--- config.mk ---
export PLATFORM = sky130hd
export DESIGN_NAME = rdi_multi_timer_flat
export DESIGN_NICKNAME = d
export VERILOG_FILES = /design/src/rtl/rdi_multi_timer_if.sv /design/src/rtl/rdi_multi_timer.sv /design/src/flat_wrapper.sv
export SDC_FILE = /design/constraint.sdc
export NUM_CORES = 1
export LEC_CHECK = 0
export ABC_AREA = 1
export CAP_MARGIN = 20
export CORE_AREA = 2 2 80 140
export CTS_BUF_LIST = sky130_fd_sc_hd__clkbuf_16
export DETAILED_ROUTE_END_ITERATION = 8
export DIE_AREA = 0 0 82 142
export HOLD_SLACK_MARGIN = 0.03
export PLACE_DENSITY = 0.77
export SKIP_CTS_REPAIR_TIMING = 1
export SLEW_MARGIN = 30
export SYNTH_ARGS = -nofsm -noshare
export SYNTH_HDL_FRONTEND = slang
export SYNTH_SLANG_ARGS = --single-unit
--- constraint.sdc ---
create_clock -name i_clk_sb -period 3.1 [get_ports i_clk_sb]
set_clock_uncertainty 0.15 [all_clocks]
set_input_delay 0.465 -clock i_clk_sb [delete_from_list [all_inputs] [get_ports i_clk_sb]]
set_output_delay 0.465 -clock i_clk_sb [all_outputs]
set_load 0.005 [all_outputs]
--- src/rtl/rdi_multi_timer_if.sv ---
// ============================================================================
// Module      : rdi_multi_timer_if
// Description : Control/status bundle between the RDI FSM and the timer.
//               Optional hold lane is present when RDI_TIMER_HOLD_EN is defined.
// Revision    : 1.0 - initial release
// ============================================================================
`default_nettype none

interface rdi_multi_timer_if #(
    parameter int NUM_CH  = 2,
    parameter int CNT_W   = 16,
    parameter int PRESC_W = 4
);
    logic [PRESC_W-1:0]      i_clk_div_ratio;
    logic [NUM_CH-1:0]       i_start;
    logic [NUM_CH-1:0]       i_stop;
    logic [NUM_CH-1:0]       i_mode;
    logic [NUM_CH*CNT_W-1:0] i_terminal_cnt;
`ifdef RDI_TIMER_HOLD_EN
    logic [NUM_CH-1:0]       i_hold;
`endif
    logic [NUM_CH-1:0]       o_busy;
    logic [NUM_CH-1:0]       o_done;
    logic [NUM_CH-1:0]       o_done_pulse;
    logic [NUM_CH*CNT_W-1:0] o_count;

    modport master (
`ifdef RDI_TIMER_HOLD_EN
        output i_hold,
`endif
        output i_clk_div_ratio, i_start, i_stop, i_mode, i_terminal_cnt,
        input  o_busy, o_done, o_done_pulse, o_count
    );

    modport slave (
`ifdef RDI_TIMER_HOLD_EN
        input  i_hold,
`endif
        input  i_clk_div_ratio, i_start, i_stop, i_mode, i_terminal_cnt,
        output o_busy, o_done, o_done_pulse, o_count
    );
endinterface

`default_nettype wire

--- src/rtl/rdi_multi_timer.sv ---
// ============================================================================
// Module      : rdi_multi_timer
// Description : Multi-channel prescaled one-shot/periodic timer on the sideband
//               clock. Define RDI_TIMER_HOLD_EN to add per-channel hold.
// Revision    : 1.0 - initial release
// ============================================================================
`default_nettype none

module rdi_multi_timer #(
    parameter int NUM_CH  = 2,
    parameter int CNT_W   = 16,
    parameter int PRESC_W = 4
) (
    input  wire                  i_clk_sb,
    input  wire                  i_rst_n,
    rdi_multi_timer_if.slave     bus
);

    typedef enum logic [1:0] {
        ST_IDLE = 2'd0,
        ST_RUN  = 2'd1,
        ST_DONE = 2'd2
    } state_t;

    logic [NUM_CH-1:0]       w_busy;
    logic [NUM_CH-1:0]       w_done;
    logic [NUM_CH-1:0]       w_pulse;
    logic [NUM_CH*CNT_W-1:0] w_count;

    assign bus.o_busy       = w_busy;
    assign bus.o_done       = w_done;
    assign bus.o_done_pulse = w_pulse;
    assign bus.o_count      = w_count;

    for (genvar n = 0; n < NUM_CH; n++) begin : g_ch
        state_t             state_q, state_d;
        logic [PRESC_W-1:0] presc_q, presc_d;
        logic [PRESC_W-1:0] ratio_q, ratio_d;
        logic [CNT_W-1:0]   count_q, count_d;
        logic [CNT_W-1:0]   term_q,  term_d;
        logic               mode_q,  mode_d;
        logic               pulse_q, pulse_d;
        logic               w_hold;
        logic [CNT_W-1:0]   w_term_in;
        logic [CNT_W-1:0]   w_count_inc;

`ifdef RDI_TIMER_HOLD_EN
        assign w_hold = bus.i_hold[n];
`else
        assign w_hold = 1'b0;
`endif
        assign w_term_in   = bus.i_terminal_cnt[n*CNT_W +: CNT_W];
        assign w_count_inc = count_q + CNT_W'(1);

        always_ff @(posedge i_clk_sb or negedge i_rst_n) begin
            if (!i_rst_n) begin
                state_q <= ST_IDLE;
                presc_q <= '0;
                ratio_q <= '0;
                count_q <= '0;
                term_q  <= '0;
                mode_q  <= 1'b0;
                pulse_q <= 1'b0;
            end else begin
                state_q <= state_d;
                presc_q <= presc_d;
                ratio_q <= ratio_d;
                count_q <= count_d;
                term_q  <= term_d;
                mode_q  <= mode_d;
                pulse_q <= pulse_d;
            end
        end

        // Stop outranks start, and both pre-empt any expiry in the same cycle.
        always_comb begin
            state_d = state_q;
            presc_d = presc_q;
            ratio_d = ratio_q;
            count_d = count_q;
            term_d  = term_q;
            mode_d  = mode_q;
            pulse_d = 1'b0;
            if (bus.i_stop[n]) begin
                state_d = ST_IDLE;
                presc_d = '0;
                count_d = '0;
            end else if (bus.i_start[n]) begin
                state_d = ST_RUN;
                presc_d = '0;
                count_d = '0;
                ratio_d = bus.i_clk_div_ratio;
                mode_d  = bus.i_mode[n];
                term_d  = (w_term_in == '0) ? CNT_W'(1) : w_term_in;
            end else begin
                case (state_q)
                    ST_RUN: begin
                        if (!w_hold) begin
                            if (presc_q == ratio_q) begin
                                presc_d = '0;
                                if (w_count_inc == term_q) begin
                                    pulse_d = 1'b1;
                                    if (mode_q) begin
                                        count_d = '0;
                                    end else begin
                                        count_d = term_q;
                                        state_d = ST_DONE;
                                    end
                                end else begin
                                    count_d = w_count_inc;
                                end
                            end else begin
                                presc_d = presc_q + PRESC_W'(1);
                            end
                        end
                    end
                    default: begin
                    end
                endcase
            end
        end

        assign w_busy[n]                  = (state_q == ST_RUN);
        assign w_done[n]                  = (state_q == ST_DONE);
        assign w_pulse[n]                 = pulse_q;
        assign w_count[n*CNT_W +: CNT_W]  = count_q;
    end

endmodule

`default_nettype wire

--- src/flat_wrapper.sv ---
// flat-port wrapper written by rule: the top's interface ports become plain ports
module rdi_multi_timer_flat 
#(
    parameter int NUM_CH  = 2,
    parameter int CNT_W   = 16,
    parameter int PRESC_W = 4
)
  (i_clk_sb, i_rst_n, bus_i_clk_div_ratio, bus_i_start, bus_i_stop, bus_i_mode, bus_i_terminal_cnt, bus_o_busy, bus_o_done, bus_o_done_pulse, bus_o_count);
  rdi_multi_timer_if #(.NUM_CH(NUM_CH), .CNT_W(CNT_W), .PRESC_W(PRESC_W)) bus_i ();
  input  wire i_clk_sb;
  input  wire i_rst_n;
  input wire logic [$bits(bus_i.i_clk_div_ratio)-1:0] bus_i_clk_div_ratio;
  input wire logic [$bits(bus_i.i_start)-1:0] bus_i_start;
  input wire logic [$bits(bus_i.i_stop)-1:0] bus_i_stop;
  input wire logic [$bits(bus_i.i_mode)-1:0] bus_i_mode;
  input wire logic [$bits(bus_i.i_terminal_cnt)-1:0] bus_i_terminal_cnt;
  output wire logic [$bits(bus_i.o_busy)-1:0] bus_o_busy;
  output wire logic [$bits(bus_i.o_done)-1:0] bus_o_done;
  output wire logic [$bits(bus_i.o_done_pulse)-1:0] bus_o_done_pulse;
  output wire logic [$bits(bus_i.o_count)-1:0] bus_o_count;
  assign bus_i.i_clk_div_ratio = bus_i_clk_div_ratio;
  assign bus_i.i_start = bus_i_start;
  assign bus_i.i_stop = bus_i_stop;
  assign bus_i.i_mode = bus_i_mode;
  assign bus_i.i_terminal_cnt = bus_i_terminal_cnt;
  assign bus_o_busy = bus_i.o_busy;
  assign bus_o_done = bus_i.o_done;
  assign bus_o_done_pulse = bus_i.o_done_pulse;
  assign bus_o_count = bus_i.o_count;
  rdi_multi_timer #(.NUM_CH(NUM_CH), .CNT_W(CNT_W), .PRESC_W(PRESC_W)) u_core (.i_clk_sb(i_clk_sb), .i_rst_n(i_rst_n), .bus(bus_i));
endmodule
Word level (Yosys, flattened, before mapping)
Cells that the tools add are included.
{"block": "op_classes", "add_sub_neg": 4, "n_eq_ne": 10, "mux": 44, "bitwise_logic": 2, "reduce_logical": 14}
{"cell": "16-bit two-way mux", "count": 14}
{"cell": "16-bit by 1-bit adder with 16-bit output, second input constant", "count": 2}
{"cell": "16-bit equality test", "count": 2}
{"cell": "16-bit zero test", "count": 2}
{"cell": "4-bit two-way mux", "count": 8}
{"cell": "2-bit two-way mux", "count": 12}
{"cell": "3-bit nonzero test", "count": 6}
{"cell": "1-bit two-way mux", "count": 10}
{"cell": "4-bit by 1-bit adder with 4-bit output, second input constant", "count": 2}
{"cell": "4-bit equality test", "count": 2}
{"cell": "2-bit AND reduction", "count": 4}
{"cell": "4-bit AND reduction", "count": 2}
{"cell": "3-bit != test, second input constant", "count": 2}
{"cell": "2-bit by 1-bit equality test with 1-bit output, second input constant", "count": 2}
{"cell": "2-bit equality test, second input constant", "count": 2}
{"cell": "1-bit NOT", "count": 2}
{"block": "totals", "regBits": 88, "in_bits": 44, "out_inout_bits": 38, "wordCells": 88}

Depth between registers and ports, before layout
{"block": "logic_depth", "ltp_word": 7, "depth_mapped": 17, "depth_no_buf": 16}

Worst setup path before layout
No wires, ideal clock.
{"block": "synth_timing", "kind": "reg2reg", "from": "register u_core.g_ch[0].count_q[0]", "to": "register u_core.g_ch[0].count_q[14]", "setup_time_ps": 118, "arrival_ps": 2017, "required_ps": 2832, "slack_ps": 815, "stages_incl_launch_ff": 16, "n_path_buf": 1, "period_less_slack_ps": 2285, "path_cell_list": "dfrtp_1 -> ha_1 -> nand2_1 -> nor2_4 -> nand2_2 -> o21ai_2 -> nand2_1 -> nand2_1 -> nand2_2 -> nor2_4 -> nand2_2 -> nor2_4 -> buf_4 -> nand3_1 -> nand3_1 -> nand2_1"}
{"block": "synth_between", "elab_chain_len": 7}
{"item": "start, declared", "line": "rdi_multi_timer.sv:39", "source": "logic [CNT_W-1:0] count_q, count_d;"}
{"item": "start signal, assigned", "line": "rdi_multi_timer.sv:68", "source": "count_q <= count_d;"}
{"item": "16-bit by 1-bit adder with 16-bit output *", "line": "rdi_multi_timer.sv:53", "source": "assign w_count_inc = count_q + CNT_W'(1);"}
{"item": "16-bit equality test", "line": "rdi_multi_timer.sv:101", "source": "if (w_count_inc == term_q) begin"}
{"item": "16-bit two-way mux *", "line": "rdi_multi_timer.sv:101"}
{"item": "16-bit two-way mux *", "line": "rdi_multi_timer.sv:99", "source": "if (presc_q == ratio_q) begin"}
{"item": "16-bit two-way mux *", "line": "rdi_multi_timer.sv:96", "source": "case (state_q)"}
{"item": "16-bit two-way mux *", "line": "rdi_multi_timer.sv:88", "source": "end else if (bus.i_start[n]) begin"}
{"item": "16-bit two-way mux *", "line": "rdi_multi_timer.sv:84", "source": "if (bus.i_stop[n]) begin"}
Mark *: on every way between the ends. The rest lies on a longest branch, timed or not. The select of a mux whose other input is x is not followed.
A chain may end at the register's enable or synchronous reset.

Worst setup path in the final report
{"block": "layout_timing", "from": "register u_core.g_ch[0].count_q[0]", "to": "register u_core.g_ch[0].count_q[6]"}
Same word-level chain as after synthesis.

==> impl_metrics.env <==
export IMPL_ys_ff_latch=88
export IMPL_tightest_slew_ns=0.726
export IMPL_rsz0062_at_grt="false"
export IMPL_yosys_area_share_simple=0.459
export IMPL_synthesis_area_um2=5800
export IMPL_synth_top_family_by_area="simple AND/OR/NAND/NOR gates"
export IMPL_cts_sinks=88
export IMPL_hold_viol=21
export IMPL_finalNetCount=1018
export IMPL_min_period_ns=2.73
export IMPL_yosysTopAreaCell="dfrtp_1"
export IMPL_wl_met2_um=9180
export IMPL_ys_types=32
export IMPL_timing_hold_ws_ns=-0.0289
export IMPL_holdCritPathClass="input pin to asynchronous set/reset pin"
export IMPL_drtIter0Drc=342
export IMPL_setup_violations=0
export IMPL_drv_slew=0
export IMPL_pin_count=82
export IMPL_peakVddDrop_mv=0.430
export IMPL_die_y_um=142
export IMPL_slew_headroom=0.512
export IMPL_outcome="finished, violations left"
export IMPL_wl_met3_um=932
export IMPL_cp_arrival_ns=2.87
export IMPL_fmax_ghz=0.366
export IMPL_grt_pass1_wl_um=28400
export IMPL_htree_levels=3
export IMPL_slowest_delay_ns=0.48
export IMPL_fin_crit_sh=0.882
export IMPL_post_place_ws_ns=0.431
export IMPL_final_util=0.673
export IMPL_fin_ws_ns=0.365
export IMPL_numCtsBuffers=9
export IMPL_first_global_vias=6116
export IMPL_yosysTopAreaCellShare=0.380
export IMPL_violations="negative hold slack"
export IMPL_hpwl_um=12700
export IMPL_final_cell_mix="369 x nand2_1, 126 x nand3_1, 88 x inv_1, 88 x dfrtp_1, 80 x clkdlybuf4s50_1"
export IMPL_wire_per_inst_um=15.6
export IMPL_cts_buffer_depth=2
export IMPL_synth_xor_area_frac=0.0296
export IMPL_m1WireLength_um=5970
export IMPL_rows=50
export IMPL_initial_core_util=0.551
export IMPL_fin_tns_setup_ns=0
export IMPL_synth_seq_area_share=0.380
export IMPL_worstSetupPathType="register to register"
export IMPL_drt_vias_per_instance=5.48
export IMPL_diodes=0
export IMPL_start_kind="register"
export IMPL_synth_area_leaders="dfrtp_1 38%, nand2_1 24%, nand3_1 11%"
export IMPL_synthAdderAreaFrac=0.00864
export IMPL_track_usage=0.320
export IMPL_critPathCaptureType="register"
export IMPL_drc_errors=0
export IMPL_clk_pin_slew_worst_paths_ns=0.07
export IMPL_yosysWarnings=0
export IMPL_path_cells="nand3_1, nor2_1, nand2_1, nand3_1, nand2_1, nor2_1, nand3_1, nor2_4, nand2_4, nand2_1, nand3_1, nand2_1"
export IMPL_async_reset_ff_frac=1.00
export IMPL_synth_edf_count=0
export IMPL_synthesis_nets=934
export IMPL_core_area_um2=10500
export IMPL_gp_congestion=0.959
export IMPL_p_total_uw=2960
export IMPL_insertion_delay_ns=0.35
export IMPL_area_growth_pct=22.0
export IMPL_ant_nets=0
export IMPL_detailroute_via_count=6055
export IMPL_drive_above_1_share=0.0564
export IMPL_overflow=0
export IMPL_p_leak_uw=0.00352
export IMPL_die_width_um=82
export IMPL_slowest_stage="dfrtp_1"
export IMPL_layout_commonest_cell="nand2_1"
export IMPL_clock_root_buffer="clkbuf_16"
export IMPL_critical_path_required_ns=3.23
export IMPL_highest_layer="met4"
export IMPL_powerDensity_nw_per_um2=419
export IMPL_syn_area_per_cell_um2=6.54
export IMPL_wl_um=17300
export IMPL_firstDrtPassIters=5
export IMPL_cts_tree="yes"
export IMPL_synth_compound_area_frac=0.0436
export IMPL_path_max_fanout=17
export IMPL_ys_flop_type="dfrtp_1"
export IMPL_port_buffers=81
export IMPL_antenna_found_initial=0
export IMPL_maxCapViolCount=0
export IMPL_muxShareOfSynthArea=0
export IMPL_synthCells=886
export IMPL_grt_start_max_net_pins=89
export IMPL_die_area_um2=11600
layer usage:
metal  vias up  track usage
li1       2980            -
met1      2758        0.327
met2       230        0.571
met3        87       0.0546
met4         0        0.218
met5         -            0
worst max-delay path: cells and delay by family, from the launching register on:
family           cells  cell delay [ns]
AND/OR/NAND/NOR     12             2.02
flip-flops           1             0.48
sequential cells by signal, summed over array words and instances, names as in the netlist:
signal	count
u_core.g_ch.count_q	32
u_core.g_ch.mode_q	2
u_core.g_ch.presc_q	8
u_core.g_ch.pulse_q	2
u_core.g_ch.ratio_q	8
u_core.g_ch.state_q	4
u_core.g_ch.term_q	32
through the flow:
| step | instances | instance area (µm²) | hold WS, ns |
|---|---|---|---|
| 3_3_place_gp | 1089 | 6770 | 0.338 |
| 2_1_floorplan | 886 | 5800 | 0.0194 |
| 6_report | 1105 | 7070 | -0.0289 |
| 3_5_place_dp | 1089 | 6770 | 0.346 |
| 4_1_cts | 1105 | 7070 | 0.0137 |
| 5_1_grt | 1105 | 7070 | 0.0338 |
report_power, final:
group / switching [µW] / total [µW] / internal, µW / leakage, µW
clock network: 497 / 1130 / 634 / 0.000147
logic: 309 / 505 / 197 / 0.00222
registers: 93.2 / 1330 / 1230 / 0.00115
total: 899 / 2960 / 2060 / 0.00352
worst paths after layout:
| kind | from | to | slack [ns] | cells past startpoint |
|---|---|---|---|---|
| max | u_core.g_ch[0].count_q[0]$_DFFE_PN0P_ | u_core.g_ch[0].count_q[6]$_DFFE_PN0P_ | 0.37 | 12 |
| max reg2reg | u_core.g_ch[0].count_q[0]$_DFFE_PN0P_ | u_core.g_ch[0].count_q[6]$_DFFE_PN0P_ | 0.37 | 12 |
| min | i_rst_n | u_core.g_ch[0].term_q[5]$_DFFE_PN0P_ | -0.03 | 2 |
| min reg2reg | u_core.g_ch[0].ratio_q[3]$_DFFE_PN0P_ | u_core.g_ch[0].ratio_q[3]$_DFFE_PN0P_ | 0.36 | 2 |
| max in group asynchronous | i_rst_n | u_core.g_ch[0].pulse_q$_DFF_PN0_ | 2.42 | 2 |
| min in group i_clk_sb | u_core.g_ch[0].ratio_q[3]$_DFFE_PN0P_ | u_core.g_ch[0].ratio_q[3]$_DFFE_PN0P_ | 0.36 | 2 |
synth_stat cells, types with 3 or more instances:
master	instances
inv_1	88
nand3_1	126
ha_1	4
xor2_1	13
nor4_1	8
nand3b_1	7
nand4_1	15
nand2_1	369
nand2_2	7
nor2_2	6
nor2_4	7
o21ai_0	32
a21oi_1	6
buf_4	3
buf_2	4
xnor2_1	4
nor2_1	65
clkinv_1	4
clkbuf_1	11
nor3_1	4
dfrtp_1	88
cells by family (layout without fill, tap and decap cells):
| logic type | after synthesis | after routing |
|---|---|---|
| AOI/OAI and AO/OA | 45 | 45 |
| xor gates and xnor gates | 18 | 18 |
| adders and majority gates | 4 | 4 |
| buffers and inverters | 114 | 203 |
| DFF | 88 | 88 |
| and+or+nand+nor | 617 | 617 |
area by class of cell:
type	count	area, µm²
repair buffers	93	911
well taps	130	163
flip-flops and latches	88	2200
multi-input cells	684	3140
clock inverters	7	77.6
inverters	94	353
fillers	942	3440
clock buffers	9	225
(Power assumes the default switching activity.)
